**config.mk**
```make
export PLATFORM = sky130hd
export DESIGN_NAME = ctrl_pipe_flat
export DESIGN_NICKNAME = d
export VERILOG_FILES = /design/src/rtl/ctrl_pipe_if.sv /design/src/rtl/ctrl_pipe.sv /design/src/flat_wrapper.sv
export SDC_FILE = /design/constraint.sdc
export NUM_CORES = 1
export LEC_CHECK = 0
export ABC_AREA = 1
export BUFFER_PORTS_ARGS = -buffer_cell sky130_fd_sc_hd__buf_4
export CAP_MARGIN = 0
export CELL_PAD_IN_SITES_DETAIL_PLACEMENT = 1
export CELL_PAD_IN_SITES_GLOBAL_PLACEMENT = 1
export CORE_MARGIN = 2
export CORE_UTILIZATION = 38
export DETAILED_ROUTE_END_ITERATION = 8
export GPL_ROUTABILITY_DRIVEN = 0
export GPL_TIMING_DRIVEN = 0
export PLACE_DENSITY = 0.86
export SYNTH_ARGS = -nofsm -noshare
export SYNTH_HDL_FRONTEND = slang
export SYNTH_SLANG_ARGS = --single-unit
```
**constraint.sdc**
```tcl
create_clock -name clk -period 3.7 [get_ports clk]
set_input_delay 0 -clock clk [delete_from_list [all_inputs] [get_ports clk]]
set_output_delay 0 -clock clk [all_outputs]
set_load 0.02 [all_outputs]
```
**src/rtl/ctrl_pipe_if.sv**
```systemverilog
// rtl/ctrl_pipe_if.sv - ID-side inputs and ID/EX control bundle of the pipelined PCPU control stage
// Purpose : groups every ctrl_pipe handshake/bus signal except clk and rstn.
// master  : the pipeline around the block; drives id_valid, Op, Funct7, Funct3, rs1, rs2, rd, flush.
// slave   : ctrl_pipe; drives stall, mdu_start, mdu_busy and the registered ex_* bundle.
interface ctrl_pipe_if;
   logic       id_valid;
   logic [6:0] Op;
   logic [6:0] Funct7;
   logic [2:0] Funct3;
   logic [4:0] rs1;
   logic [4:0] rs2;
   logic [4:0] rd;
   logic       flush;

   logic       stall;
   logic       mdu_start;
   logic       mdu_busy;
   logic       ex_RegWrite;
   logic       ex_MemWrite;
   logic       ex_MemRead;
   logic       ex_ALUSrc;
   logic [5:0] ex_EXTOp;
   logic [4:0] ex_ALUOp;
   logic [2:0] ex_NPCOp;
   logic [1:0] ex_WDSel;
   logic [2:0] ex_DMType;
   logic [2:0] ex_mdu_op;
   logic       ex_is_mdu;
   logic [4:0] ex_rd;
   logic       ex_illegal;

   modport master (
      output id_valid, Op, Funct7, Funct3, rs1, rs2, rd, flush,
      input  stall, mdu_start, mdu_busy, ex_RegWrite, ex_MemWrite, ex_MemRead, ex_ALUSrc,
             ex_EXTOp, ex_ALUOp, ex_NPCOp, ex_WDSel, ex_DMType, ex_mdu_op, ex_is_mdu,
             ex_rd, ex_illegal
   );

   modport slave (
      input  id_valid, Op, Funct7, Funct3, rs1, rs2, rd, flush,
      output stall, mdu_start, mdu_busy, ex_RegWrite, ex_MemWrite, ex_MemRead, ex_ALUSrc,
             ex_EXTOp, ex_ALUOp, ex_NPCOp, ex_WDSel, ex_DMType, ex_mdu_op, ex_is_mdu,
             ex_rd, ex_illegal
   );
endinterface

```
**src/rtl/ctrl_pipe.sv**
```systemverilog
// rtl/ctrl_pipe.sv - ID/EX control decode, load-use hazard detection and MUL/DIV sequencing
// Purpose : decodes the ID instruction (RV32I, optional RV32M) into the registered EX control bundle,
//           inserts bubbles on flush / load-use, and holds EX for multi-cycle M-ops.
// Ports   : clk  - rising-edge clock
//           rstn - synchronous active-low reset
//           bus  - ctrl_pipe_if.slave (ID fields and flush in; stall, mdu_start, mdu_busy, ex_* out)
module ctrl_pipe #(
   parameter int ENABLE_M = 1,
   parameter int MUL_LAT  = 3,
   parameter int DIV_LAT  = 17,
   parameter int CNT_W    = 6
) (
   input logic        clk,
   input logic        rstn,
   ctrl_pipe_if.slave bus
);

   localparam logic [6:0] OP_R     = 7'b0110011;
   localparam logic [6:0] OP_I     = 7'b0010011;
   localparam logic [6:0] OP_L     = 7'b0000011;
   localparam logic [6:0] OP_S     = 7'b0100011;
   localparam logic [6:0] OP_B     = 7'b1100011;
   localparam logic [6:0] OP_JAL   = 7'b1101111;
   localparam logic [6:0] OP_JALR  = 7'b1100111;
   localparam logic [6:0] OP_LUI   = 7'b0110111;
   localparam logic [6:0] OP_AUIPC = 7'b0010111;

   localparam logic [6:0] F7_BASE = 7'b0000000;
   localparam logic [6:0] F7_ALT  = 7'b0100000;
   localparam logic [6:0] F7_MDU  = 7'b0000001;

   localparam logic [4:0] ALU_LUI   = 5'b00001;
   localparam logic [4:0] ALU_AUIPC = 5'b00010;
   localparam logic [4:0] ALU_ADD   = 5'b00011;
   localparam logic [4:0] ALU_SUB   = 5'b00100;
   localparam logic [4:0] ALU_BNE   = 5'b00101;
   localparam logic [4:0] ALU_BLT   = 5'b00110;
   localparam logic [4:0] ALU_BGE   = 5'b00111;
   localparam logic [4:0] ALU_BLTU  = 5'b01000;
   localparam logic [4:0] ALU_BGEU  = 5'b01001;
   localparam logic [4:0] ALU_SLT   = 5'b01010;
   localparam logic [4:0] ALU_SLTU  = 5'b01011;
   localparam logic [4:0] ALU_XOR   = 5'b01100;
   localparam logic [4:0] ALU_OR    = 5'b01101;
   localparam logic [4:0] ALU_AND   = 5'b01110;
   localparam logic [4:0] ALU_SLL   = 5'b01111;
   localparam logic [4:0] ALU_SRL   = 5'b10000;
   localparam logic [4:0] ALU_SRA   = 5'b10001;

   localparam logic [5:0] EXT_SHAMT = 6'b100000;
   localparam logic [5:0] EXT_I     = 6'b010000;
   localparam logic [5:0] EXT_S     = 6'b001000;
   localparam logic [5:0] EXT_B     = 6'b000100;
   localparam logic [5:0] EXT_U     = 6'b000010;
   localparam logic [5:0] EXT_J     = 6'b000001;

   localparam logic [2:0] NPC_BRANCH = 3'b001;
   localparam logic [2:0] NPC_JUMP   = 3'b010;
   localparam logic [2:0] NPC_JALR   = 3'b100;

   localparam logic [1:0] WD_MEM = 2'b01;
   localparam logic [1:0] WD_PC  = 2'b10;

   localparam logic [2:0] DM_W  = 3'b000;
   localparam logic [2:0] DM_H  = 3'b001;
   localparam logic [2:0] DM_HU = 3'b010;
   localparam logic [2:0] DM_B  = 3'b011;
   localparam logic [2:0] DM_BU = 3'b100;

   // BUSY is entered on the M-op's first EX cycle, so the counter starts at L-2
   // and the exit edge is the L-th EX cycle.
   localparam logic             MUL_MULTI = (MUL_LAT > 1);
   localparam logic             DIV_MULTI = (DIV_LAT > 1);
   localparam logic [CNT_W-1:0] MUL_CNT   = CNT_W'((MUL_LAT > 1) ? MUL_LAT - 2 : 0);
   localparam logic [CNT_W-1:0] DIV_CNT   = CNT_W'((DIV_LAT > 1) ? DIV_LAT - 2 : 0);

   typedef struct packed {
      logic       reg_write;
      logic       mem_write;
      logic       mem_read;
      logic       alu_src;
      logic [5:0] ext_op;
      logic [4:0] alu_op;
      logic [2:0] npc_op;
      logic [1:0] wd_sel;
      logic [2:0] dm_type;
      logic [2:0] mdu_op;
      logic       is_mdu;
      logic [4:0] rd;
      logic       illegal;
   } bundle_t;

   typedef enum logic {S_RUN, S_BUSY} state_t;

   bundle_t          dec;
   bundle_t          ex;
   logic             dec_bad;
   logic             uses_rs1;
   logic             uses_rs2;
   logic             lu;
   logic             dec_multi;
   logic [CNT_W-1:0] dec_cnt;
   state_t           state;
   logic [CNT_W-1:0] cnt;
   logic             mdu_start_r;
   logic             mdu_busy_r;

   always_comb begin
      dec      = '0;
      dec_bad  = 1'b0;
      uses_rs1 = 1'b0;
      uses_rs2 = 1'b0;
      case (bus.Op)
         OP_R: begin
            uses_rs1      = 1'b1;
            uses_rs2      = 1'b1;
            dec.reg_write = 1'b1;
            if (bus.Funct7 == F7_MDU) begin
               if (ENABLE_M != 0) begin
                  dec.is_mdu = 1'b1;
                  dec.mdu_op = bus.Funct3;
               end else begin
                  dec_bad = 1'b1;
               end
            end else if (bus.Funct7 == F7_BASE) begin
               case (bus.Funct3)
                  3'b000:  dec.alu_op = ALU_ADD;
                  3'b001:  dec.alu_op = ALU_SLL;
                  3'b010:  dec.alu_op = ALU_SLT;
                  3'b011:  dec.alu_op = ALU_SLTU;
                  3'b100:  dec.alu_op = ALU_XOR;
                  3'b101:  dec.alu_op = ALU_SRL;
                  3'b110:  dec.alu_op = ALU_OR;
                  default: dec.alu_op = ALU_AND;
               endcase
            end else if (bus.Funct7 == F7_ALT && bus.Funct3 == 3'b000) begin
               dec.alu_op = ALU_SUB;
            end else if (bus.Funct7 == F7_ALT && bus.Funct3 == 3'b101) begin
               dec.alu_op = ALU_SRA;
            end else begin
               dec_bad = 1'b1;
            end
         end
         OP_I: begin
            uses_rs1      = 1'b1;
            dec.reg_write = 1'b1;
            dec.alu_src   = 1'b1;
            dec.ext_op    = EXT_I;
            case (bus.Funct3)
               3'b000: dec.alu_op = ALU_ADD;
               3'b010: dec.alu_op = ALU_SLT;
               3'b011: dec.alu_op = ALU_SLTU;
               3'b100: dec.alu_op = ALU_XOR;
               3'b110: dec.alu_op = ALU_OR;
               3'b111: dec.alu_op = ALU_AND;
               3'b001: begin
                  dec.ext_op = EXT_SHAMT;
                  dec.alu_op = ALU_SLL;
                  dec_bad    = (bus.Funct7 != F7_BASE);
               end
               default: begin
                  dec.ext_op = EXT_SHAMT;
                  if (bus.Funct7 == F7_BASE)     dec.alu_op = ALU_SRL;
                  else if (bus.Funct7 == F7_ALT) dec.alu_op = ALU_SRA;
                  else                           dec_bad    = 1'b1;
               end
            endcase
         end
         OP_L: begin
            uses_rs1      = 1'b1;
            dec.reg_write = 1'b1;
            dec.mem_read  = 1'b1;
            dec.alu_src   = 1'b1;
            dec.ext_op    = EXT_I;
            dec.alu_op    = ALU_ADD;
            dec.wd_sel    = WD_MEM;
            case (bus.Funct3)
               3'b000:  dec.dm_type = DM_B;
               3'b001:  dec.dm_type = DM_H;
               3'b010:  dec.dm_type = DM_W;
               3'b100:  dec.dm_type = DM_BU;
               3'b101:  dec.dm_type = DM_HU;
               default: dec_bad     = 1'b1;
            endcase
         end
         OP_S: begin
            uses_rs1      = 1'b1;
            uses_rs2      = 1'b1;
            dec.mem_write = 1'b1;
            dec.alu_src   = 1'b1;
            dec.ext_op    = EXT_S;
            dec.alu_op    = ALU_ADD;
            case (bus.Funct3)
               3'b000:  dec.dm_type = DM_B;
               3'b001:  dec.dm_type = DM_H;
               3'b010:  dec.dm_type = DM_W;
               default: dec_bad     = 1'b1;
            endcase
         end
         OP_B: begin
            uses_rs1   = 1'b1;
            uses_rs2   = 1'b1;
            dec.ext_op = EXT_B;
            dec.npc_op = NPC_BRANCH;
            case (bus.Funct3)
               3'b000:  dec.alu_op = ALU_SUB;
               3'b001:  dec.alu_op = ALU_BNE;
               3'b100:  dec.alu_op = ALU_BLT;
               3'b101:  dec.alu_op = ALU_BGE;
               3'b110:  dec.alu_op = ALU_BLTU;
               3'b111:  dec.alu_op = ALU_BGEU;
               default: dec_bad    = 1'b1;
            endcase
         end
         OP_JAL: begin
            dec.reg_write = 1'b1;
            dec.ext_op    = EXT_J;
            dec.npc_op    = NPC_JUMP;
            dec.wd_sel    = WD_PC;
         end
         OP_JALR: begin
            uses_rs1      = 1'b1;
            dec.reg_write = 1'b1;
            dec.alu_src   = 1'b1;
            dec.ext_op    = EXT_I;
            dec.alu_op    = ALU_ADD;
            dec.npc_op    = NPC_JALR;
            dec.wd_sel    = WD_PC;
            dec_bad       = (bus.Funct3 != 3'b000);
         end
         OP_LUI: begin
            dec.reg_write = 1'b1;
            dec.alu_src   = 1'b1;
            dec.ext_op    = EXT_U;
            dec.alu_op    = ALU_LUI;
         end
         OP_AUIPC: begin
            dec.reg_write = 1'b1;
            dec.alu_src   = 1'b1;
            dec.ext_op    = EXT_U;
            dec.alu_op    = ALU_AUIPC;
         end
         default: dec_bad = 1'b1;
      endcase
      dec.rd = bus.rd;
      // An undecodable instruction travels down as a bubble carrying only the illegal flag.
      if (dec_bad) begin
         dec         = '0;
         dec.illegal = 1'b1;
      end
   end

   // Funct3[2] separates div/divu/rem/remu from the multiplies.
   assign dec_multi = bus.Funct3[2] ? DIV_MULTI : MUL_MULTI;
   assign dec_cnt   = bus.Funct3[2] ? DIV_CNT : MUL_CNT;

   assign lu = bus.id_valid & ex.mem_read & (ex.rd != 5'd0) &
               ((uses_rs1 & (bus.rs1 == ex.rd)) | (uses_rs2 & (bus.rs2 == ex.rd)));

   // A flush in RUN discards the ID instruction, so a coincident load-use must not freeze IF/ID.
   assign bus.stall = ((state == S_RUN) & lu & ~bus.flush) | (state == S_BUSY);

   always_ff @(posedge clk) begin
      if (!rstn) begin
         ex          <= '0;
         state       <= S_RUN;
         cnt         <= '0;
         mdu_start_r <= 1'b0;
         mdu_busy_r  <= 1'b0;
      end else begin
         mdu_start_r <= 1'b0;
         case (state)
            S_RUN: begin
               if (bus.flush || !bus.id_valid || lu) begin
                  ex <= '0;
               end else begin
                  ex <= dec;
                  if (dec.is_mdu) begin
                     mdu_start_r <= 1'b1;
                     if (dec_multi) begin
                        state      <= S_BUSY;
                        mdu_busy_r <= 1'b1;
                        cnt        <= dec_cnt;
                     end
                  end
               end
            end
            default: begin
               if (bus.flush) begin
                  ex         <= '0;
                  state      <= S_RUN;
                  cnt        <= '0;
                  mdu_busy_r <= 1'b0;
               end else if (cnt == '0) begin
                  state      <= S_RUN;
                  mdu_busy_r <= 1'b0;
               end else begin
                  cnt <= cnt - 1'b1;
               end
            end
         endcase
      end
   end

   assign bus.mdu_start   = mdu_start_r;
   assign bus.mdu_busy    = mdu_busy_r;
   assign bus.ex_RegWrite = ex.reg_write;
   assign bus.ex_MemWrite = ex.mem_write;
   assign bus.ex_MemRead  = ex.mem_read;
   assign bus.ex_ALUSrc   = ex.alu_src;
   assign bus.ex_EXTOp    = ex.ext_op;
   assign bus.ex_ALUOp    = ex.alu_op;
   assign bus.ex_NPCOp    = ex.npc_op;
   assign bus.ex_WDSel    = ex.wd_sel;
   assign bus.ex_DMType   = ex.dm_type;
   assign bus.ex_mdu_op   = ex.mdu_op;
   assign bus.ex_is_mdu   = ex.is_mdu;
   assign bus.ex_rd       = ex.rd;
   assign bus.ex_illegal  = ex.illegal;

endmodule
```
**src/flat_wrapper.sv**
```systemverilog
// flat-port wrapper written by rule: the top's interface ports become plain ports
module ctrl_pipe_flat 
#(
   parameter int ENABLE_M = 1,
   parameter int MUL_LAT  = 3,
   parameter int DIV_LAT  = 17,
   parameter int CNT_W    = 6
)
  (clk, rstn, bus_id_valid, bus_Op, bus_Funct7, bus_Funct3, bus_rs1, bus_rs2, bus_rd, bus_flush, bus_stall, bus_mdu_start, bus_mdu_busy, bus_ex_RegWrite, bus_ex_MemWrite, bus_ex_MemRead, bus_ex_ALUSrc, bus_ex_EXTOp, bus_ex_ALUOp, bus_ex_NPCOp, bus_ex_WDSel, bus_ex_DMType, bus_ex_mdu_op, bus_ex_is_mdu, bus_ex_rd, bus_ex_illegal);
  ctrl_pipe_if bus_i ();
  input logic clk;
  input logic rstn;
  input wire logic [$bits(bus_i.id_valid)-1:0] bus_id_valid;
  input wire logic [$bits(bus_i.Op)-1:0] bus_Op;
  input wire logic [$bits(bus_i.Funct7)-1:0] bus_Funct7;
  input wire logic [$bits(bus_i.Funct3)-1:0] bus_Funct3;
  input wire logic [$bits(bus_i.rs1)-1:0] bus_rs1;
  input wire logic [$bits(bus_i.rs2)-1:0] bus_rs2;
  input wire logic [$bits(bus_i.rd)-1:0] bus_rd;
  input wire logic [$bits(bus_i.flush)-1:0] bus_flush;
  output wire logic [$bits(bus_i.stall)-1:0] bus_stall;
  output wire logic [$bits(bus_i.mdu_start)-1:0] bus_mdu_start;
  output wire logic [$bits(bus_i.mdu_busy)-1:0] bus_mdu_busy;
  output wire logic [$bits(bus_i.ex_RegWrite)-1:0] bus_ex_RegWrite;
  output wire logic [$bits(bus_i.ex_MemWrite)-1:0] bus_ex_MemWrite;
  output wire logic [$bits(bus_i.ex_MemRead)-1:0] bus_ex_MemRead;
  output wire logic [$bits(bus_i.ex_ALUSrc)-1:0] bus_ex_ALUSrc;
  output wire logic [$bits(bus_i.ex_EXTOp)-1:0] bus_ex_EXTOp;
  output wire logic [$bits(bus_i.ex_ALUOp)-1:0] bus_ex_ALUOp;
  output wire logic [$bits(bus_i.ex_NPCOp)-1:0] bus_ex_NPCOp;
  output wire logic [$bits(bus_i.ex_WDSel)-1:0] bus_ex_WDSel;
  output wire logic [$bits(bus_i.ex_DMType)-1:0] bus_ex_DMType;
  output wire logic [$bits(bus_i.ex_mdu_op)-1:0] bus_ex_mdu_op;
  output wire logic [$bits(bus_i.ex_is_mdu)-1:0] bus_ex_is_mdu;
  output wire logic [$bits(bus_i.ex_rd)-1:0] bus_ex_rd;
  output wire logic [$bits(bus_i.ex_illegal)-1:0] bus_ex_illegal;
  assign bus_i.id_valid = bus_id_valid;
  assign bus_i.Op = bus_Op;
  assign bus_i.Funct7 = bus_Funct7;
  assign bus_i.Funct3 = bus_Funct3;
  assign bus_i.rs1 = bus_rs1;
  assign bus_i.rs2 = bus_rs2;
  assign bus_i.rd = bus_rd;
  assign bus_i.flush = bus_flush;
  assign bus_stall = bus_i.stall;
  assign bus_mdu_start = bus_i.mdu_start;
  assign bus_mdu_busy = bus_i.mdu_busy;
  assign bus_ex_RegWrite = bus_i.ex_RegWrite;
  assign bus_ex_MemWrite = bus_i.ex_MemWrite;
  assign bus_ex_MemRead = bus_i.ex_MemRead;
  assign bus_ex_ALUSrc = bus_i.ex_ALUSrc;
  assign bus_ex_EXTOp = bus_i.ex_EXTOp;
  assign bus_ex_ALUOp = bus_i.ex_ALUOp;
  assign bus_ex_NPCOp = bus_i.ex_NPCOp;
  assign bus_ex_WDSel = bus_i.ex_WDSel;
  assign bus_ex_DMType = bus_i.ex_DMType;
  assign bus_ex_mdu_op = bus_i.ex_mdu_op;
  assign bus_ex_is_mdu = bus_i.ex_is_mdu;
  assign bus_ex_rd = bus_i.ex_rd;
  assign bus_ex_illegal = bus_i.ex_illegal;
  ctrl_pipe #(.ENABLE_M(ENABLE_M), .MUL_LAT(MUL_LAT), .DIV_LAT(DIV_LAT), .CNT_W(CNT_W)) u_core (.clk(clk), .rstn(rstn), .bus(bus_i));
endmodule
```
[Yosys cells after proc, flatten, opt, wreduce, memory -nomap -nowiden]
Index checks and enable logic that the tools add are counted.
Operators by class
  bitwise logic cells: 12
  equal/unequal tests: 24
  multiplexer cells: 56
  add/subtract/negate cells: 1
  reduce and logical (&&, ||, !) cells: 28
Operators by type and width (count)
  2-to-1 mux 33 bit: 4
  one-hot mux 5 bit (7 select lines): 2
  2-to-1 mux 6 bit: 6
  one-hot mux 6 bit (6 select lines): 1
  2-to-1 mux 5 bit: 6
  one-hot mux 5 bit (6 select lines): 1
  == test 7 x 6 -> 1 bit (second input constant): 4
  2-to-1 mux 1 bit: 25
  one-hot mux 4 bit (6 select lines): 1
  OR reduction 6 bit: 4
  == test 7 bit (second input constant): 3
  == test 7 x 5 -> 1 bit (second input constant): 2
  == test 3 bit (second input constant): 4
  2-to-1 mux 4 bit: 3
  one-hot mux 3 bit (4 select lines): 1
  OR reduction 3 bit: 4
  == test 5 bit: 2
  one-hot mux 3 bit (3 select lines): 1
  one-hot mux 2 bit (2 select lines): 2
  OR reduction 2 bit: 4
  bitwise AND 1 bit: 7
  == test 7 x 1 -> 1 bit (second input constant): 1
  == test 7 x 2 -> 1 bit (second input constant): 1
  zero test 7 bit: 1
  23 further kinds: 31
Word-level totals
  register bits after elaboration: 42

[Longest topological paths before layout]
Gate-level depths: netlist (run 1).
  word-level depth: 11
  gate-level depth with buffers: 14
  depth with buffers taken out: 14

[Worst setup path after synthesis (run 1)]
No wires, ideal clock.
  kind: register to register
  start: register u_core.ex (netlist bit u_core.bus.ex_rd[0])
  end: register u_core.ex (netlist bit u_core.bus.ex_ALUSrc)
  cell stages (with the launch flop): 12
  data required time: 3.633 ns
  setup slack: 2.060 ns
  arrival time: 1.573 ns
  cells stage by stage: dfxtp_1 inv_1 or2_0 nand4_1 nor2_1 nand2_1 nand2_1 nand2_2 nand3_4 nor2_8 nand2_2 o21ai_2
On the way
  longest elaborated chain between the ends: 7
  elaborated cells between the ends (all ways): 11
RTL lines
  start, declared: line ctrl_pipe.sv:96  | bundle_t ex;
  start signal, assigned: line ctrl_pipe.sv:265  | ex <= '0;
  start signal, assigned: line ctrl_pipe.sv:275  | ex <= '0;
  start signal, assigned: line ctrl_pipe.sv:277  | ex <= dec;
  == test 5 bit: line ctrl_pipe.sv:258  | ((uses_rs1 & (bus.rs1 == ex.rd)) | (uses_rs2 & (bus.rs2 == ex.rd)));
  bitwise AND 1 bit: line ctrl_pipe.sv:258
  bitwise OR 1 bit: line ctrl_pipe.sv:258
  bitwise AND 1 bit *: line ctrl_pipe.sv:257  | assign lu = bus.id_valid & ex.mem_read & (ex.rd != 5'd0) &
  logical OR 1 bit *: line ctrl_pipe.sv:274  | if (bus.flush || !bus.id_valid || lu) begin
  2-to-1 mux 33 bit *: line ctrl_pipe.sv:274
  2-to-1 mux 33 bit *: line ctrl_pipe.sv:272  | case (state)
Every way passes the cells marked *; elsewhere a longest branch is shown, timed or not.
A chain may end at the register's enable or synchronous reset.

[Worst setup path in the final report (run 1)]
  start: register u_core.state
  end: register u_core.ex (netlist bit u_core.bus.ex_EXTOp[1])
On the way
  longest elaborated chain between the ends: 1
  elaborated cells between the ends (all ways): 2
RTL lines
  start, declared: line ctrl_pipe.sv:103  | state_t state;
  start signal, assigned: line ctrl_pipe.sv:266  | state <= S_RUN;
  start signal, assigned: line ctrl_pipe.sv:281  | state <= S_BUSY;
  start signal, assigned: line ctrl_pipe.sv:291  | state <= S_RUN;
  != test 2 bit (no line) or 2-to-1 mux 33 bit (tied branches)
Several ways; a longest one is shown, not always the timed one.

==> results_tabular.tex, run 1 <==
\begin{tabular}{lr}
\hline
Metric & Value \\
\hline
\multicolumn{2}{l}{\textbf{Status}} \\
\quad Run status & completed \\
\multicolumn{2}{l}{\textbf{Floorplanning}} \\
\quad FP Rows & 29 \\
\quad Initial core utilization & 39.15\% \\
\quad Count of boundary I/O pins & 72 \\
\quad Area of the die & 7205 µm² \\
\quad Overall die width & 84.89 µm \\
\quad Core ar. & 6350 µm² \\
\quad Die height & 84.89 µm \\
\multicolumn{2}{l}{\textbf{Synth}} \\
\quad Number of distinct standard cells referenced by the synthesized netlist & 39 \\
\quad EDFF count, synth & 0 \\
\quad Share of synthesized flip-flops with an asynchronous set or reset & 0\% \\
\quad Summed instance area of the synthesized netlist & 2486 µm² \\
\quad Mapped Avg Cell Area & 6.595 µm² \\
\quad Sequential fraction of the synthesis area & 33.01\% \\
\quad Flop and latch count out of synthesis & 41 \\
\quad Top cells by area, synth & sky130\_fd\_sc\_hd\_\_dfxtp\_1 33\%, sky130\_fd\_sc\_hd\_\_nand2\_1 13\%, sky130\_fd\_sc\_hd\_\_nand3\_1 6.0\% \\
\quad Predominant post-synthesis flop cell & sky130\_fd\_sc\_hd\_\_dfxtp\_1 \\
\quad Net Count, Synth & 415 \\
\quad Leading area contributor after synthesis & sky130\_fd\_sc\_hd\_\_dfxtp\_1 \\
\quad Area share of the largest cell type after synthesis & 33.01\% \\
\quad Syn. warnings & 0 \\
\quad Synth Instances & 377 \\
\multicolumn{2}{l}{\textbf{STA}} \\
\quad Max-slew violations & 0 \\
\quad Clock period minus worst slack & 1.837 ns \\
\quad Number of setup violations in the final report & 0 \\
\quad Slew at the pin closest to its max-slew limit & 0.7521 ns \\
\quad Slew headroom & 49.86\% \\
\quad Share of the clock period used by the worst path & 49.65\% \\
\quad Fin Clk Skew & 0.009885 ns \\
\quad Final Hold Vio Count & 0 \\
\quad RSZ-0062 raised after global routing & false \\
\quad Total negative setup slack & 0 ns \\
\quad Maximum clock frequency & 544.4 MHz \\
\multicolumn{2}{l}{\textbf{Global route}} \\
\quad Global-route congestion overflow total & 0 \\
\quad Global-route usage over all layers & 23.45\% \\
\quad Number of antenna violations at the first check in global routing & 0 \\
\quad Pin count of the biggest net entering global routing & 15 \\
\quad Wire length of the first global-routing pass & 13.60 mm \\
\quad Vias in the first global route & 2813 \\
\multicolumn{2}{l}{\textbf{Route}} \\
\quad 1st-iter DRT viols & 87 \\
\quad DRC Markers & 0 \\
\quad Count of nets left with antenna violations after detail routing & 0 \\
\quad Detailed Routing Iterations Pass 1 & 4 \\
\quad Post-DR vias/cell & 5.185 \\
\quad Average wire length per cell after detail routing & 15.47 µm \\
\quad Routed vias & 2769 \\
\quad Total wire length after detailed routing & 8.261 mm \\
\multicolumn{2}{l}{\textbf{Critical path}} \\
\quad Peak fanout along the critical path & 10 \\
\quad Crit end category & register \\
\quad Type of the worst setup path & reg -> reg \\
\quad Arrival time at the worst endpoint & 2.06 ns \\
\quad Worst path required time & 3.92 ns \\
\quad Setup slack of the worst register-to-register path & 1.86 ns \\
\quad Crit start category & register \\
\multicolumn{2}{l}{\textbf{Power}} \\
\quad Part of the total power dissipated in the clock network & 44.7\% \\
\quad Switch Pwr & 0.2398 mW \\
\quad Cell-internal power & 0.7583 mW \\
\quad Leakage & 1.530 nW \\
\quad Net switching fraction of the power & 24.02\% \\
\quad Maximum vdd ir drop & 248.6 µV \\
\quad Power density relative to cell area & 305.0 nW/µm² \\
\quad Share of power burned in combinational logic & 11.0\% \\
\quad Relative contribution of sequential cells to total power & 44.3\% \\
\multicolumn{2}{l}{\textbf{Final layout}} \\
\quad Final design area excluding fillers & 3273 µm² \\
\quad Antenna diode instance count & 0 \\
\quad Register area & 820.8 µm² \\
\quad Most frequent cells in the layout & 86 x sky130\_fd\_sc\_hd\_\_nand2\_1, 69 x sky130\_fd\_sc\_hd\_\_buf\_4, 41 x sky130\_fd\_sc\_hd\_\_dfxtp\_1, 40 x sky130\_fd\_sc\_hd\_\_nor2\_1, 39 x sky130\_fd\_sc\_hd\_\_inv\_1 \\
\quad Most common library cell in the layout ignoring fill and taps & sky130\_fd\_sc\_hd\_\_nand2\_1 \\
\quad Nets & 494 \\
\quad Layout Area Growth over Synthesis & 31.66\% \\
\quad Finished Layout Cells & 534 \\
\quad Layout fillers & 831 \\
\quad Ratio of cells with drive above 1 in the final layout & 26.26\% \\
\quad Multi-input gate area & 1428 µm² \\
\multicolumn{2}{l}{\textbf{Clock tree}} \\
\quad Buffers inserted by post-CTS timing repair & 0 \\
\quad CTS tree & done \\
\quad Number of H-tree branching levels & 2 \\
\quad Clock slew at reported path FFs & 0.09 ns \\
\quad Root buffer cell & sky130\_fd\_sc\_hd\_\_clkbuf\_8 \\
\quad Clock buffer count from CTS & 5 \\
\quad Maximum clock insertion buffer count & 2 \\
\quad Clock latency on the worst-skew pair & 0.30 ns \\
\quad Clk sink count & 41 \\
\multicolumn{2}{l}{\textbf{Min path}} \\
\quad Hold WC Path Type & in -> reg \\
\multicolumn{2}{l}{\textbf{Placement}} \\
\quad Post-DP HPWL & 6.224 mm \\
\quad Placed Area & 3085 µm² \\
\quad Post-placement cell count & 521 \\
\quad Number of I/O port buffers & 67 \\
\multicolumn{2}{l}{\textbf{Run}} \\
\quad Max-cap violations & 0 \\
\hline
\end{tabular}
per-stage QoR:
step	hold slack, ns	setup slack [ns]	total power [mW]	utilization [%]
after floorplan	0.1313	2.060	0.5087	-
after global placement	0.2219	1.961	0.5534	48.59
after detailed placement	0.2308	1.931	0.5567	48.59
after CTS	0.05186	1.853	0.9970	51.55
after global routing	0.07079	1.640	1.035	51.55
final	0.05336	1.863	0.9982	51.55
state kept, by name, summed over array words and instances, names as in the netlist, 3 cells and up:
register and cells:
u_core.bus.ex_DMType 3, u_core.bus.ex_EXTOp 6, u_core.bus.ex_rd 5, u_core.bus.ex_NPCOp 3, u_core.bus.ex_ALUOp 5, u_core.bus.ex_mdu_op 3, u_core.cnt 6
critical path, cell delays in order (launching register included):
cell                       delay, ns
sky130_fd_sc_hd__dfxtp_1        0.41
sky130_fd_sc_hd__inv_2          0.14
sky130_fd_sc_hd__nor2_1         0.19
sky130_fd_sc_hd__buf_2          0.26
sky130_fd_sc_hd__clkbuf_1       0.44
sky130_fd_sc_hd__nand2_1        0.13
sky130_fd_sc_hd__a21oi_1        0.18
synthesized netlist by cell type (2+ instances only):
library cell                n
sky130_fd_sc_hd__nor3_1     9
sky130_fd_sc_hd__o21ai_1    9
sky130_fd_sc_hd__dfxtp_1   41
sky130_fd_sc_hd__nor2_2     8
sky130_fd_sc_hd__nor4_1     5
sky130_fd_sc_hd__o22ai_1    2
sky130_fd_sc_hd__clkbuf_1   5
sky130_fd_sc_hd__xnor2_1    3
sky130_fd_sc_hd__nand2_4    4
sky130_fd_sc_hd__o21ai_2    4
sky130_fd_sc_hd__inv_1     39
sky130_fd_sc_hd__nor2_1    40
sky130_fd_sc_hd__nand2_1   86
sky130_fd_sc_hd__o21ai_0   13
sky130_fd_sc_hd__nand3_2    2
sky130_fd_sc_hd__buf_2      4
sky130_fd_sc_hd__ha_1       2
sky130_fd_sc_hd__buf_4      2
sky130_fd_sc_hd__nand3_1   30
sky130_fd_sc_hd__xor2_1     5
sky130_fd_sc_hd__nand4_1    9
sky130_fd_sc_hd__inv_2      7
sky130_fd_sc_hd__a21oi_1   25
sky130_fd_sc_hd__nand2_2    6
sky130_fd_sc_hd__nor2_4     3
path summary, 6_finish.rpt:
check                                           start                                   to  cells past startpoint
setup / recovery              u_core.state$_SDFF_PN0_  u_core.bus.ex_EXTOp[1]$_SDFFE_PN0P_                      6
hold / removal                              bus_flush           u_core.cnt[5]$_SDFFE_PN0P_                      4
setup reg to reg              u_core.state$_SDFF_PN0_  u_core.bus.ex_EXTOp[1]$_SDFFE_PN0P_                      6
hold reg to reg   u_core.bus.ex_EXTOp[3]$_SDFFE_PN0P_  u_core.bus.ex_EXTOp[3]$_SDFFE_PN0P_                      2
layout make-up:
class	count	area share [%]
multi-input combinational	277	43.62
sequential	41	25.08
timing repair buffer	72	16.90
inverter	48	5.619
tap	77	2.943
clock buffer	5	2.102
clock inverter	3	2.102
buffer	11	1.644
layer usage:
metal,global-route usage (%),share of wire (%)
met3,2.335,2.6
met2,43.38,52
met5,0,0
met4,7.359,2.0
met1,28.52,43
power by group through the flow:
stage	Combinational, mW	Clock (mW)	Sequential, mW
after floorplan	0.0551	0	0.454
after global placement	0.101	0	0.453
after detailed placement	0.104	0	0.453
after CTS	0.109	0.445	0.442
after global routing	0.121	0.472	0.443
final	0.110	0.446	0.442
kinds of logic after synthesis:
family	share of synthesized area [%]
buffers and inverters	9.562
adder cells (fa/ha/maj)	1.006
XOR/XNOR	2.818
AO/OA/AOI/OAI	12.88
AND/OR/NAND/NOR	40.72
flip-flops	33.01
what timing repair did:
action / CTS / global route
endpoints found under the hold margin: 5 / 0
hold buffers: 5 / 0
resized for setup: 0 / 0
Note: power is estimated with default switching activity, not from simulation.
==> run 2: changes to the inputs <==
- CORE_UTILIZATION: 38 -> 36
- PLACE_DENSITY: 0.86 -> 0.82
- clock period: 3.7 -> 1.75 ns (I/O delays scaled with it)
==> run 2 against run 1 <==
Net effect: combinational power rose by 110%; sequential share of layout area hardly changed; via count down 0.65%; clock-buffer cell count is the same.
==> results_tabular.tex, run 2 (same netlist as run 1, synthesis figures left out) <==
\begin{tabular}{lr}
\hline
Metric & Value \\
\hline
\multicolumn{2}{l}{\textbf{Critical path}} \\
\quad Arrival time at the worst endpoint & 1.67 ns (was 2.06 ns) \\
\quad Type of the worst setup path & reg -> out (was reg -> reg) \\
\quad Peak fanout along the critical path & 4 (was 10) \\
\quad Crit start category & register (unchanged) \\
\quad Crit end category & primary output (was register) \\
\quad Worst path required time & 1.75 ns (was 3.92 ns) \\
\multicolumn{2}{l}{\textbf{Route}} \\
\quad Detailed Routing Iterations Pass 1 & 4 (unchanged) \\
\quad Routed vias & 2751 (was 2769) \\
\quad DRC Markers & 0 (unchanged) \\
\quad Total wire length after detailed routing & 7.840 mm (was 8.261 mm) \\
\quad Post-DR vias/cell & 5.113 (was 5.185) \\
\quad Average wire length per cell after detail routing & 14.57 µm (was 15.47 µm) \\
\quad 1st-iter DRT viols & 81 (was 87) \\
\quad Count of nets left with antenna violations after detail routing & 0 (unchanged) \\
\multicolumn{2}{l}{\textbf{Clock tree}} \\
\quad Clock latency on the worst-skew pair & 0.30 ns (about the same) \\
\quad Root buffer cell & sky130\_fd\_sc\_hd\_\_clkbuf\_8 (unchanged) \\
\quad Maximum clock insertion buffer count & 2 (unchanged) \\
\quad Clock buffer count from CTS & 5 (unchanged) \\
\quad Clk sink count & 41 (unchanged) \\
\quad Clock slew at reported path FFs & 0.09 ns (about the same) \\
\quad CTS tree & done (unchanged) \\
\quad Number of H-tree branching levels & 2 (unchanged) \\
\multicolumn{2}{l}{\textbf{STA}} \\
\quad Final hold slack & 0.04840 ns (was 0.05336 ns) \\
\quad Max-slew violations & 0 (unchanged) \\
\quad Clock period minus worst slack & 1.670 ns \\
\quad Share of the clock period used by the worst path & 95.40\% \\
\quad Worst setup slack after layout & 0.08044 ns (was 1.863 ns) \\
\quad Final Hold Vio Count & 0 (unchanged) \\
\quad Number of setup violations in the final report & 0 (unchanged) \\
\quad Fin Clk Skew & 0.007642 ns (was 0.009885 ns) \\
\quad Slew headroom & 54.30\% (was 49.86\%) \\
\quad Maximum clock frequency & 599.0 MHz \\
\quad Total negative setup slack & 0 ns (unchanged) \\
\quad RSZ-0062 raised after global routing & true (was false) \\
\quad Slew at the pin closest to its max-slew limit & 0.6854 ns (was 0.7521 ns) \\
\multicolumn{2}{l}{\textbf{Power}} \\
\quad Switch Pwr & 0.4856 mW (was 0.2398 mW) \\
\quad Relative contribution of sequential cells to total power & 48.1\% (was 44.3\%) \\
\quad Power density relative to cell area & 586.3 nW/µm² (was 305.0 nW/µm²) \\
\quad Cell-internal power & 1.458 mW (was 0.7583 mW) \\
\quad Net switching fraction of the power & 24.99\% (was 24.02\%) \\
\quad Share of power burned in combinational logic & 12.0\% (was 11.0\%) \\
\quad Part of the total power dissipated in the clock network & 39.9\% (was 44.7\%) \\
\quad Leakage & 1.564 nW (was 1.530 nW) \\
\quad Maximum vdd ir drop & 281.6 µV (was 248.6 µV) \\
\quad Total power draw & 1.943 mW (was 0.9982 mW) \\
\multicolumn{2}{l}{\textbf{Final layout}} \\
\quad Most frequent cells in the layout & 85 x sky130\_fd\_sc\_hd\_\_nand2\_1, 69 x sky130\_fd\_sc\_hd\_\_buf\_4, 39 x sky130\_fd\_sc\_hd\_\_nor2\_1, 38 x sky130\_fd\_sc\_hd\_\_inv\_1, 36 x sky130\_fd\_sc\_hd\_\_dfxtp\_1 (was 86 x sky130\_fd\_sc\_hd\_\_nand2\_1, 69 x sky130\_fd\_sc\_hd\_\_buf\_4, 41 x sky130\_fd\_sc\_hd\_\_dfxtp\_1, 40 x sky130\_fd\_sc\_hd\_\_nor2\_1, 39 x sky130\_fd\_sc\_hd\_\_inv\_1) \\
\quad Nets & 495 (was 494) \\
\quad Layout fillers & 901 (was 831) \\
\quad Layout Area Growth over Synthesis & 33.32\% (was 31.66\%) \\
\quad Final design area excluding fillers & 3314 µm² (was 3273 µm²) \\
\quad Ratio of cells with drive above 1 in the final layout & 29.04\% (was 26.26\%) \\
\quad Utilization of the core after routing & 49.06\% (was 51.55\%) \\
\quad Finished Layout Cells & 538 (was 534) \\
\quad Antenna diode instance count & 0 (unchanged) \\
\quad Most common library cell in the layout ignoring fill and taps & sky130\_fd\_sc\_hd\_\_nand2\_1 (unchanged) \\
\multicolumn{2}{l}{\textbf{Global route}} \\
\quad Pin count of the biggest net entering global routing & 15 (unchanged) \\
\quad Global-route usage over all layers & 21.72\% (was 23.45\%) \\
\quad Global-route congestion overflow total & 0 (unchanged) \\
\quad Number of antenna violations at the first check in global routing & 0 (unchanged) \\
\quad Wire length of the first global-routing pass & 13.17 mm (was 13.60 mm) \\
\quad Vias in the first global route & 2790 (was 2813) \\
\multicolumn{2}{l}{\textbf{Placement}} \\
\quad Post-DP HPWL & 6.051 mm (was 6.224 mm) \\
\quad Post-placement cell count & 524 (was 521) \\
\quad Worst setup slack after placement & -0.01482 ns (was 1.931 ns) \\
\quad Placed Area & 3089 µm² (was 3085 µm²) \\
\quad Number of I/O port buffers & 67 (unchanged) \\
\multicolumn{2}{l}{\textbf{Floorplanning}} \\
\quad Core ar. & 6756 µm² (was 6350 µm²) \\
\quad Overall die width & 87.10 µm (was 84.89 µm) \\
\quad Count of boundary I/O pins & 72 (unchanged) \\
\quad FP Rows & 30 (was 29) \\
\quad Die height & 87.10 µm (was 84.89 µm) \\
\quad Area of the die & 7586 µm² (was 7205 µm²) \\
\quad Initial core utilization & 36.80\% (was 39.15\%) \\
\multicolumn{2}{l}{\textbf{Status}} \\
\quad Run status & completed (unchanged) \\
\multicolumn{2}{l}{\textbf{Run}} \\
\quad Max-cap violations & 0 (unchanged) \\
\multicolumn{2}{l}{\textbf{Min path}} \\
\quad Hold WC Path Type & in -> reg (unchanged) \\
\hline
\end{tabular}
==> run 2: cell types whose count changed in the layout (fill, tap and decap cells not counted), sizes merged <==
cell and change:
buf +1, bufinv -1, clkinv +1, clkinvlp +1
inv -1
==> run 2: critical path: stages (launching register included) <==
cell	delay, ns
sky130_fd_sc_hd__dfxtp_2	0.35
sky130_fd_sc_hd__inv_1	0.09
sky130_fd_sc_hd__o21ai_0	0.07
sky130_fd_sc_hd__nand3b_1	0.15
sky130_fd_sc_hd__nor2_1	0.11
sky130_fd_sc_hd__nand2_1	0.08
sky130_fd_sc_hd__nand2_2	0.09
sky130_fd_sc_hd__nand2_4	0.08
sky130_fd_sc_hd__o21ai_0	0.18
sky130_fd_sc_hd__buf_4	0.17
==> run 2: power groups by stage <==
stage / Sequential [mW] / Combinational, mW / Clock (mW)
global route: 0.934 / 0.259 / 0.831
floorplan: 0.959 / 0.117 / 0
finish: 0.934 / 0.233 / 0.776
CTS: 0.935 / 0.233 / 0.786
detailed placement: 0.957 / 0.218 / 0
global placement: 0.957 / 0.213 / 0
==> run 2: cell type report <==
class / count / area (µm²) / share of cell area (%)
Multi-Input combinational cell: 277 / 1454 / 43.87
Sequential cell: 41 / 829.5 / 25.03
Clock inverter: 3 / 46.29 / 1.397
Clock buffer: 5 / 68.82 / 2.076
Buffer: 11 / 58.81 / 1.774
Tap cell: 80 / 100.1 / 3.020
Timing Repair Buffer: 73 / 573.1 / 17.29
Inverter: 48 / 183.9 / 5.549
==> run 2: path summary, 6_finish.rpt <==
path	endpoint	slack, ns	from	cells past startpoint
setup / recovery	bus_stall	0.08	u_core.bus.ex_rd[2]$_SDFFE_PN0P_	9
hold / removal	u_core.bus.ex_mdu_op[1]$_SDFFE_PN0P_	0.05	bus_Funct3[1]	3
setup reg to reg	u_core.bus.ex_ALUSrc$_SDFFE_PN0P_	0.08	u_core.bus.ex_rd[2]$_SDFFE_PN0P_	11
hold reg to reg	u_core.bus.ex_is_mdu$_SDFFE_PN0P_	0.46	u_core.bus.ex_is_mdu$_SDFFE_PN0P_	2
==> run 2: timing repair <==
item / 4_1_cts / 5_1_grt
setup buffers: 1 / 0
gates resized for setup: 4 / 14
endpoints found under the setup margin: 13 / 40
pin swaps: 1 / 6
hold endpoints to repair: 5 / 0
hold buffers: 5 / 0
==> run 2: routing by layer <==
layer  up-vias  track usage, %  share of wire, %
li1       1384               -                 -
met1      1306           27.05                44
met2        54           40.11                52
met3         7           2.370               2.8
met4         0           4.755              0.91
met5         -               0                 0
==> run 3: changes to the inputs <==
- MAX_ROUTING_LAYER: default -> met4
==> run 3 against run 2 <==
Net effect: hold slack improved by 0.010 ns; critical path depth unchanged; flip-flop and latch count unchanged; total power rose by 0.11%; sequential share of layout area up 0.057 points; wire length down 0.19%; combinational power barely moved; clock skew grew 0.00057 ns; first-iteration DRC count increased by 4.9%.
==> results_tabular.tex, run 3 (same netlist as run 1, synthesis figures left out) <==
\begin{tabular}{lr}
\hline
Metric & Value \\
\hline
\multicolumn{2}{l}{\textbf{Power}} \\
\quad Leakage & 1.560 nW (was 1.564 nW) \\
\quad Switch Pwr & 0.4878 mW (was 0.4856 mW) \\
\quad Cell-internal power & 1.458 mW (about the same) \\
\quad Maximum vdd ir drop & 281.5 µV (was 281.6 µV) \\
\quad Relative contribution of sequential cells to total power & 48.0\% (was 48.1\%) \\
\quad Share of power burned in combinational logic & 12.0\% (about the same) \\
\quad Net switching fraction of the power & 25.08\% (was 24.99\%) \\
\quad Power density relative to cell area & 588.3 nW/µm² (was 586.3 nW/µm²) \\
\quad Part of the total power dissipated in the clock network & 40.0\% (was 39.9\%) \\
\multicolumn{2}{l}{\textbf{Final layout}} \\
\quad Finished Layout Cells & 537 (was 538) \\
\quad Most common library cell in the layout ignoring fill and taps & sky130\_fd\_sc\_hd\_\_nand2\_1 (unchanged) \\
\quad Nets & 494 (was 495) \\
\quad Antenna diode instance count & 0 (unchanged) \\
\quad Final design area excluding fillers & 3307 µm² (was 3314 µm²) \\
\quad Layout fillers & 901 (unchanged) \\
\quad Layout Area Growth over Synthesis & 33.01\% (was 33.32\%) \\
\quad Most frequent cells in the layout & 85 x sky130\_fd\_sc\_hd\_\_nand2\_1, 69 x sky130\_fd\_sc\_hd\_\_buf\_4, 39 x sky130\_fd\_sc\_hd\_\_nor2\_1, 38 x sky130\_fd\_sc\_hd\_\_inv\_1, 36 x sky130\_fd\_sc\_hd\_\_dfxtp\_1 (unchanged) \\
\quad Ratio of cells with drive above 1 in the final layout & 28.88\% (was 29.04\%) \\
\multicolumn{2}{l}{\textbf{Route}} \\
\quad DRC Markers & 0 (unchanged) \\
\quad Average wire length per cell after detail routing & 14.57 µm (about the same) \\
\quad Count of nets left with antenna violations after detail routing & 0 (unchanged) \\
\quad Total wire length after detailed routing & 7.825 mm (was 7.840 mm) \\
\quad Routed vias & 2753 (was 2751) \\
\quad Post-DR vias/cell & 5.127 (was 5.113) \\
\quad Detailed Routing Iterations Pass 1 & 4 (unchanged) \\
\quad 1st-iter DRT viols & 85 (was 81) \\
\multicolumn{2}{l}{\textbf{Clock tree}} \\
\quad CTS tree & done (unchanged) \\
\quad Clock latency on the worst-skew pair & 0.30 ns (about the same) \\
\quad Root buffer cell & sky130\_fd\_sc\_hd\_\_clkbuf\_8 (unchanged) \\
\quad Maximum clock insertion buffer count & 2 (unchanged) \\
\quad Clock buffer count from CTS & 5 (unchanged) \\
\quad Clock slew at reported path FFs & 0.08 ns (was 0.09 ns) \\
\quad Number of H-tree branching levels & 2 (unchanged) \\
\quad Clk sink count & 41 (unchanged) \\
\multicolumn{2}{l}{\textbf{Placement}} \\
\quad Post-placement cell count & 524 (unchanged) \\
\quad Number of I/O port buffers & 67 (unchanged) \\
\quad Placed Area & 3089 µm² (unchanged) \\
\quad Post-DP HPWL & 6.051 mm (unchanged) \\
\quad Worst setup slack after placement & -0.01482 ns (unchanged) \\
\multicolumn{2}{l}{\textbf{Critical path}} \\
\quad Path length in cells of the critical path & 9 (unchanged) \\
\quad Worst reg2reg startpoint & u\_core.bus.ex\_rd[2]\$\_SDFFE\_PN0P\_ (unchanged) \\
\quad Worst path max stage delay & 0.35 ns (about the same) \\
\quad Peak fanout along the critical path & 4 (unchanged) \\
\quad Setup slack of the worst register-to-register path & 0.08 ns (about the same) \\
\quad Top delay family on crit path & simple AND/OR/NAND/NOR gates (unchanged) \\
\quad Slowest library cell on the worst path & sky130\_fd\_sc\_hd\_\_dfxtp\_2 (unchanged) \\
\quad Cell occurring most often along the worst timing path & sky130\_fd\_sc\_hd\_\_o21ai\_0 (unchanged) \\
\quad Crit end category & primary output (unchanged) \\
\quad Type of the worst setup path & reg -> out (unchanged) \\
\quad Arrival time at the worst endpoint & 1.67 ns (about the same) \\
\quad Cell-by-cell trace of the critical path & inv\_1 > o21ai\_0 > nand3b\_1 > nor2\_1 > nand2\_1 > nand2\_2 > nand2\_4 > o21ai\_0 > buf\_4 (unchanged) \\
\quad FF-to-FF path depth & 11 (unchanged) \\
\quad Worst path required time & 1.75 ns (about the same) \\
\quad Reg2reg end & u\_core.bus.ex\_ALUSrc\$\_SDFFE\_PN0P\_ (unchanged) \\
\quad Startpoint of the most critical setup path & u\_core.bus.ex\_rd[2]\$\_SDFFE\_PN0P\_ (unchanged) \\
\quad Capturing element of the worst setup path & bus\_stall (unchanged) \\
\quad Crit start category & register (unchanged) \\
\quad Crit path buffers/inverters & 2 (unchanged) \\
\multicolumn{2}{l}{\textbf{STA}} \\
\quad Fin Clk Skew & 0.008212 ns (was 0.007642 ns) \\
\quad Final Hold Vio Count & 0 (unchanged) \\
\quad Worst setup slack after layout & 0.07526 ns (was 0.08044 ns) \\
\quad RSZ-0062 raised after global routing & true (unchanged) \\
\quad Share of the clock period used by the worst path & 95.70\% (was 95.40\%) \\
\quad Maximum clock frequency & 597.1 MHz (was 599.0 MHz) \\
\quad Slew headroom & 55.28\% (was 54.30\%) \\
\quad Slew at the pin closest to its max-slew limit & 0.6708 ns (was 0.6854 ns) \\
\quad Clock period minus worst slack & 1.675 ns (was 1.670 ns) \\
\quad Number of setup violations in the final report & 0 (unchanged) \\
\quad Max-slew violations & 0 (unchanged) \\
\quad Final hold slack & 0.05844 ns (was 0.04840 ns) \\
\multicolumn{2}{l}{\textbf{Floorplanning}} \\
\quad Core ar. & 6756 µm² (unchanged) \\
\quad Initial core utilization & 36.80\% (unchanged) \\
\quad FP Rows & 30 (unchanged) \\
\quad Die height & 87.10 µm (unchanged) \\
\quad Area of the die & 7586 µm² (unchanged) \\
\quad Count of boundary I/O pins & 72 (unchanged) \\
\quad Overall die width & 87.10 µm (unchanged) \\
\multicolumn{2}{l}{\textbf{Global route}} \\
\quad Vias in the first global route & 2781 (was 2790) \\
\quad Pin count of the biggest net entering global routing & 15 (unchanged) \\
\quad Wire length of the first global-routing pass & 13.17 mm (unchanged) \\
\quad Global-route usage over all layers & 22.33\% (was 21.72\%) \\
\quad Number of antenna violations at the first check in global routing & 0 (unchanged) \\
\quad Global-route congestion overflow total & 0 (unchanged) \\
\multicolumn{2}{l}{\textbf{Status}} \\
\quad Run status & completed (unchanged) \\
\multicolumn{2}{l}{\textbf{Min path}} \\
\quad Hold WC Path Type & in -> reg (unchanged) \\
\multicolumn{2}{l}{\textbf{Run}} \\
\quad Max-cap violations & 0 (unchanged) \\
\hline
\end{tabular}
-- run 3: cell count changes in the layout (fill, tap and decap cells not counted), sizes merged --
cell,change
clkbuf,-1
-- run 3: what timing repair did --
item                                    4_1_cts  5_1_grt
hold buffers                                  5        0
endpoints found under the setup margin       13       40
pin swaps                                     1        6
setup buffers                                 1        0
gates resized for setup                       4       12
hold endpoints to repair                      5        0
-- run 3: per-stage QoR --
| stage | setup TNS [ns] | power, mW | util, % |
|---|---|---|---|
| finish | 0 | 1.945 | 48.94 |
| global route | -0.1912 | 2.024 | 48.94 |
| CTS | 0 | 1.955 | 48.59 |
| detailed placement | -0.02331 | 1.175 | 45.72 |
| global placement | 0 | 1.171 | 45.72 |
| floorplan | 0 | 1.075 | - |
-- run 3: how the worst min path moves through the flow --
stage,start,end,slack (ns),cells after the start
floorplan,bus_rd[1],u_core.bus.ex_rd[1]$_SDFFE_PN0P_,0.13,2
global placement,bus_rd[2],u_core.bus.ex_rd[2]$_SDFFE_PN0P_,0.22,3
detailed placement,bus_rd[2],u_core.bus.ex_rd[2]$_SDFFE_PN0P_,0.23,3
CTS,bus_Funct3[1],u_core.bus.ex_mdu_op[1]$_SDFFE_PN0P_,0.05,3
global route,bus_Funct3[1],u_core.bus.ex_mdu_op[1]$_SDFFE_PN0P_,0.06,3
finish,bus_Funct3[1],u_core.bus.ex_mdu_op[1]$_SDFFE_PN0P_,0.06,3
-- run 3: area by class of cell --
cell class | count | area [µm²] | share of cell area, %
repair buffers | 73 | 573.1 | 17.33
inverters | 48 | 183.9 | 5.562
plain buffers | 10 | 51.30 | 1.551
flip-flops and latches | 41 | 829.5 | 25.09
multi-input cells | 277 | 1454 | 43.97
well taps | 80 | 100.1 | 3.027
clock inverters | 3 | 46.29 | 1.400
clock buffers | 5 | 68.82 | 2.081
-- run 3: power groups by stage --
| stage | Combinational, mW | Clock [mW] | Sequential (mW) |
|---|---|---|---|
| after global routing | 0.259 | 0.831 | 0.934 |
| final | 0.234 | 0.778 | 0.934 |
| after global placement | 0.213 | 0 | 0.957 |
| after floorplan | 0.117 | 0 | 0.959 |
| after detailed placement | 0.218 | 0 | 0.957 |
| after CTS | 0.233 | 0.786 | 0.935 |
-- run 3: worst reg2reg max path, stage by stage (launching register included) --
cell and delay (ns):
sky130_fd_sc_hd__dfxtp_2 0.38, sky130_fd_sc_hd__inv_1 0.08, sky130_fd_sc_hd__o21ai_0 0.12, sky130_fd_sc_hd__nand3b_1 0.11, sky130_fd_sc_hd__nor2_1 0.05, sky130_fd_sc_hd__nand2_1 0.07
sky130_fd_sc_hd__nand2_2 0.07, sky130_fd_sc_hd__nand2_4 0.10, sky130_fd_sc_hd__nand3_4 0.13, sky130_fd_sc_hd__nor2_8 0.23, sky130_fd_sc_hd__nand2_4 0.11, sky130_fd_sc_hd__o21ai_2 0.14
-- run 3: metal layers --
| metal | wire length, µm | part of all wire (%) | global-route usage [%] |
|---|---|---|---|
| met2 | 4043 | 52 | 40.11 |
| met1 | 3423 | 44 | 26.99 |
| met5 | 0 | 0 | - |
| met3 | 269 | 3.4 | 2.370 |
| met4 | 89 | 1.1 | 4.755 |
